### src/rtl/pattern_det_multi_pkg.sv
// Shared constants and helpers for the
// multi-channel serial pattern detector.
package pattern_det_multi_pkg;

  localparam logic MODE_OVERLAP    = 1'b0;
  localparam logic MODE_NONOVERLAP = 1'b1;

  function automatic int fill_w(input int n);
    return (n <= 2) ? 1 : $clog2(n);
  endfunction

endpackage

### src/rtl/pattern_det_chan.sv
// One detector channel: history shift register,
// fill tracker, pattern compare and match counter.
module pattern_det_chan
  import pattern_det_multi_pkg::*;
#(
  parameter int                   PATTERN_W = 4,
  parameter logic [PATTERN_W-1:0] PATTERN   = 4'b1011,
  parameter int                   CNT_W     = 8
) (
  input  logic             clk,
  input  logic             rst_n,
  input  logic             en_i,
  input  logic             bit_i,
  input  logic             s_i,
  input  logic             clr_i,
  output logic             match_o,
  output logic [CNT_W-1:0] count_o,
  output logic             sat_o
);

  localparam int FW = fill_w(PATTERN_W);
  localparam logic [FW-1:0] FULL = FW'(PATTERN_W - 1);
  localparam logic [CNT_W-1:0] CMAX = '1;

  logic [PATTERN_W-2:0] hist_q, hist_d;
  logic [FW-1:0]        fill_q, fill_d;
  logic [CNT_W-1:0]     cnt_q, cnt_d, cnt_inc;
  logic                 match_q, match_d;
  logic                 sat_q, sat_d;
  logic [PATTERN_W-1:0] win;
  logic                 hit;

  always_comb begin
    win     = {hist_q, bit_i};
    hit     = (fill_q == FULL) && (win == PATTERN);
    cnt_inc = cnt_q + 1'b1;
    hist_d  = hist_q;
    fill_d  = fill_q;
    match_d = 1'b0;
    cnt_d   = cnt_q;
    sat_d   = sat_q;
    if (en_i) begin
      match_d = hit;
      hist_d  = win[PATTERN_W-2:0];
      unique case (1'b1)
        hit && (s_i == MODE_NONOVERLAP): fill_d = '0;
        fill_q != FULL: fill_d = fill_q + 1'b1;
        default: ;
      endcase
    end
    // clear wins over a coincident hit; the pulse still goes out
    if (clr_i) begin
      cnt_d = '0;
      sat_d = 1'b0;
    end else if (en_i && hit && cnt_q != CMAX) begin
      cnt_d = cnt_inc;
      if (cnt_inc == CMAX) sat_d = 1'b1;
    end
  end

  always_ff @(posedge clk or negedge rst_n) begin
    if (!rst_n) begin
      hist_q  <= '0;
      fill_q  <= '0;
      match_q <= 1'b0;
      cnt_q   <= '0;
      sat_q   <= 1'b0;
    end else begin
      hist_q  <= hist_d;
      fill_q  <= fill_d;
      match_q <= match_d;
      cnt_q   <= cnt_d;
      sat_q   <= sat_d;
    end
  end

  assign match_o = match_q;
  assign count_o = cnt_q;
  assign sat_o   = sat_q;

endmodule

### src/rtl/pattern_det_multi.sv
// Multi-channel serial pattern detector with
// per-channel saturating match counters.
module pattern_det_multi
  import pattern_det_multi_pkg::*;
#(
  parameter int                   CH        = 2,
  parameter int                   PATTERN_W = 4,
  parameter logic [PATTERN_W-1:0] PATTERN   = 4'b1011,
  parameter int                   CNT_W     = 8
) (
  input  logic                clk,
  input  logic                rst_n,
  input  logic                en,
  input  logic [CH-1:0]       i,
  input  logic                s,
  input  logic                clr,
  output logic [CH-1:0]       match,
  output logic [CH*CNT_W-1:0] count,
  output logic [CH-1:0]       sat
);

  for (genvar k = 0; k < CH; k++) begin : g_ch
    pattern_det_chan #(
      .PATTERN_W (PATTERN_W),
      .PATTERN   (PATTERN),
      .CNT_W     (CNT_W)
    ) u_chan (
      .clk     (clk),
      .rst_n   (rst_n),
      .en_i    (en),
      .bit_i   (i[k]),
      .s_i     (s),
      .clr_i   (clr),
      .match_o (match[k]),
      .count_o (count[k*CNT_W +: CNT_W]),
      .sat_o   (sat[k])
    );
  end

endmodule

### config.mk
export PLATFORM = sky130hd
export DESIGN_NAME = pattern_det_multi
export DESIGN_NICKNAME = d
export VERILOG_FILES = /design/src/rtl/pattern_det_multi_pkg.sv /design/src/rtl/pattern_det_chan.sv /design/src/rtl/pattern_det_multi.sv
export SDC_FILE = /design/constraint.sdc
export NUM_CORES = 1
export LEC_CHECK = 0
export ABC_AREA = 1
export BUFFER_PORTS_ARGS = -buffer_cell sky130_fd_sc_hd__buf_2
export CAP_MARGIN = 10
export CELL_PAD_IN_SITES_DETAIL_PLACEMENT = 0
export CELL_PAD_IN_SITES_GLOBAL_PLACEMENT = 2
export CORE_AREA = 2 2 70 72
export CTS_BUF_LIST = sky130_fd_sc_hd__clkbuf_4 sky130_fd_sc_hd__clkbuf_8 sky130_fd_sc_hd__clkbuf_16
export CTS_CLUSTER_SIZE = 30
export DETAILED_ROUTE_END_ITERATION = 16
export DIE_AREA = 0 0 72 74
export PLACE_DENSITY = 0.86
export SYNTH_ARGS = -nofsm -noshare
export SYNTH_HDL_FRONTEND = slang
export SYNTH_SLANG_ARGS = --single-unit
### constraint.sdc
create_clock -name clk -period 2.2 [get_ports clk]
set_input_delay 0.44 -clock clk [delete_from_list [all_inputs] [get_ports clk]]
set_output_delay 0.44 -clock clk [all_outputs]
set_load 0.1 [all_outputs]
==> impl_metrics.toml <==
[run_status]
run_status = "complete, no violations"

[detailed_routing]
via_count = 1285
drtIter0Drc = 67
vias_per_cell = 4.81
drc = 0
wl_per_cell_um = 11.9
first_pass_iters = 4
ant_nets = 0
drt_wl_total_um = 3190

[clock_tree]
clk_path_buf_depth = 2
hold_buffers = 0
cts_sinks = 30
cts_tree = "yes"
clk_pin_slew_ps = 70
numCtsBuffers = 5
worstSkewPairLatency_ps = 270
cts_setup_buffers = 0
htreeDepth = 2
clockRootBuffer = "clkbuf_8"
post_cts_resized = 0

[placed_design]
place_area_mm2 = 0.00177
place_congestion = 0.761
place_ws_ps = 637
port_buffers = 26
dpl.hpwl_um = 2330

[critical_path]
worstPathMaxFanout = 7
worstRegToRegCells = 9
crit_path_max_incr_delay_ps = 470
worst-path-stages = 1
startpoint_type = "register"
critPathArrivalTime_ps = 1190
crit_chain = "buf_2"
cp.required_ps = 1760
critical_path.top_delay_family = "buffers and inverters"
path_class = "register to output pin"
cp-end-kind = "output pin"
cp_num_buf_inv = 1
critPathSlowestCell = "buf_2"

[synth]
synth_area_per_cell_um2 = 8.70
yosys.area_share.simple = 0.266
synth-adder-area-share = 0.0467
muxShareOfSynthArea = 0
synthFlopType = "dfrtp_1"
synth.distinct_cells = 30
synth-async-reset-ratio = 1.00
ys.warnings.count = 0
synth_compound_area_frac = 0.114
synth_edf_count = 0
yosysSeqAreaShare = 0.467
synth_area_mm2 = 0.00161
synth_cells = 185
synthXorXnorAreaFrac = 0.0218
synth_nets = 198
ys_ff_latch = 30
synth_top_family_by_area = "simple AND/OR/NAND/NOR gates"

[power]
seq_power_share = 0.520
switching_power_w = 0.000343
internal_power_w = 0.000878
p_clk_frac = 0.340
power_frac_comb = 0.140
vdd_ir_drop_max_uv = 371
leakage_nw = 0.889
swShare = 0.281
powerDensity_mw_per_mm2 = 662

[floorplan]
io_pins = 27
coreArea_mm2 = 0.00460
start_util = 0.350
fp.dieW_um = 72
fp.dieH_um = 74
rows = 25
die_area_mm2 = 0.00533

[finish]
final_util = 0.401
fin_area_mm2 = 0.00184
nNetsFinal = 226
drive_gt1_frac = 0.244
area.growth.synth_to_final_pct = 14.6
layout_commonest_cell = "nand2_1"
antenna_cells = 0
final_cell_mix = "40 x nand2_1, 30 x dfrtp_1, 26 x buf_2"
num-fill-cells = 473

[timing]
rsz0062_at_grt = "no"
fin_skew_ps = 4.16
max_slew_margin = 0.539
finalCriticalPeriod_ps = 1630
layout_setup_ws_ps = 566
fin_crit_sh = 0.743
clock.fmax_mhz = 612
slew_violations = 0
worstMarginPinSlew_ps = 691
setup_viol = 0
finalHoldViolations = 0
tns_ps = 0

[grt]
grt_pass1_vias = 1201
grt_use_total = 0.135
antenna_found_initial = 0
grt_overflow = 0
grt_max_degree = 31
grt_first_pass_wirelength_um = 5510

[flow_run]
maxCapViolCount = 0

[worst_hold_path]
hp-class = "input pin to async pin"
area by class of cell:
class | instances | area [µm²] | area share
tap | 54 | 67.6 | 0.0366
inverter | 25 | 96.3 | 0.0522
clock inverter | 2 | 10.0 | 0.00543
clock buffer | 5 | 68.8 | 0.0373
timing repair buffer | 26 | 130 | 0.0706
sequential | 30 | 751 | 0.407
multi-input combinational | 125 | 721 | 0.391
cells in the mapped netlist, types with 4 or more instances:
| cell | number | area, µm² |
|---|---|---|
| nand3_1 | 15 | 75.1 |
| o22ai_1 | 4 | 25.0 |
| nand2_1 | 40 | 150 |
| inv_1 | 22 | 82.6 |
| a21oi_1 | 6 | 30.0 |
| o21ai_0 | 8 | 40.0 |
| ha_1 | 6 | 75.1 |
| nor2_1 | 6 | 22.5 |
| buf_4 | 4 | 30.0 |
| nand4_1 | 5 | 31.3 |
| o21ai_1 | 10 | 50.1 |
| nand2_2 | 4 | 25.0 |
| dfrtp_1 | 30 | 751 |
metrics by stage:
stage / total power (W) / hold WS (ps) / cells
4_1_cts: 0.00124 / 233 / 267
3_5_place_dp: 0.000819 / 465 / 260
6_report: 0.00122 / 207 / 267
3_3_place_gp: 0.000818 / 464 / 260
5_1_grt: 0.00130 / 242 / 267
2_1_floorplan: 0.000773 / 144 / 185
cells by family after synthesis:
| group | count (synthesis) |
|---|---|
| AND/OR/NAND/NOR | 83 |
| AO/OA/AOI/OAI | 32 |
| buffers and inverters | 30 |
| flip-flops | 30 |
| adder cells (fa/ha/maj) | 6 |
| XOR/XNOR | 4 |
worst reg2reg max path, delay by kind of cell (launching register included):
| kind | cells | cell delay [ps] |
|---|---|---|
| buf+inv | 2 | 110 |
| simple gates | 5 | 560 |
| flops | 1 | 440 |
| fa+ha+maj | 1 | 250 |
| compound gates | 1 | 60 |
power by group through the flow:
stage / combinational (W) / sequential (W) / clock (W)
floorplan: 0.000131 / 0.000642 / 0
global placement: 0.000174 / 0.000644 / 0
detailed placement: 0.000175 / 0.000645 / 0
CTS: 0.000176 / 0.000635 / 0.000431
global route: 0.000204 / 0.000640 / 0.000457
finish: 0.000171 / 0.000635 / 0.000415
final timing paths:
path,startpoint,to,slack [ps]
max,g_ch[0].u_chan.count_o[2],count[2],570
min,rst_n,g_ch[0].u_chan.fill_q[1],210
max reg2reg,g_ch[1].u_chan.count_o[0],g_ch[1].u_chan.count_o[0],660
min reg2reg,g_ch[1].u_chan.sat_o,g_ch[1].u_chan.sat_o,480
max in group asynchronous,rst_n,g_ch[1].u_chan.match_o,1550
min in group clk,i[0],g_ch[0].u_chan.hist_q[0],380
flip-flops by register name, indices dropped and copies added (netlist names):
signal,count
g_ch.u_chan.fill_q,4
g_ch.u_chan.hist_q,6
g_ch.u_chan.sat_o,2
g_ch.u_chan.match_o,2
g_ch.u_chan.count_o,16
routing by layer:
metal,global-route usage,vias to the layer above,wire length (µm)
met5,0,-,0
met4,0.0440,0,46
met3,0.0447,5,114
met2,0.221,21,1510
met1,0.170,591,1510
li1,-,668,-
Note: power is estimated with default switching activity, not from simulation.
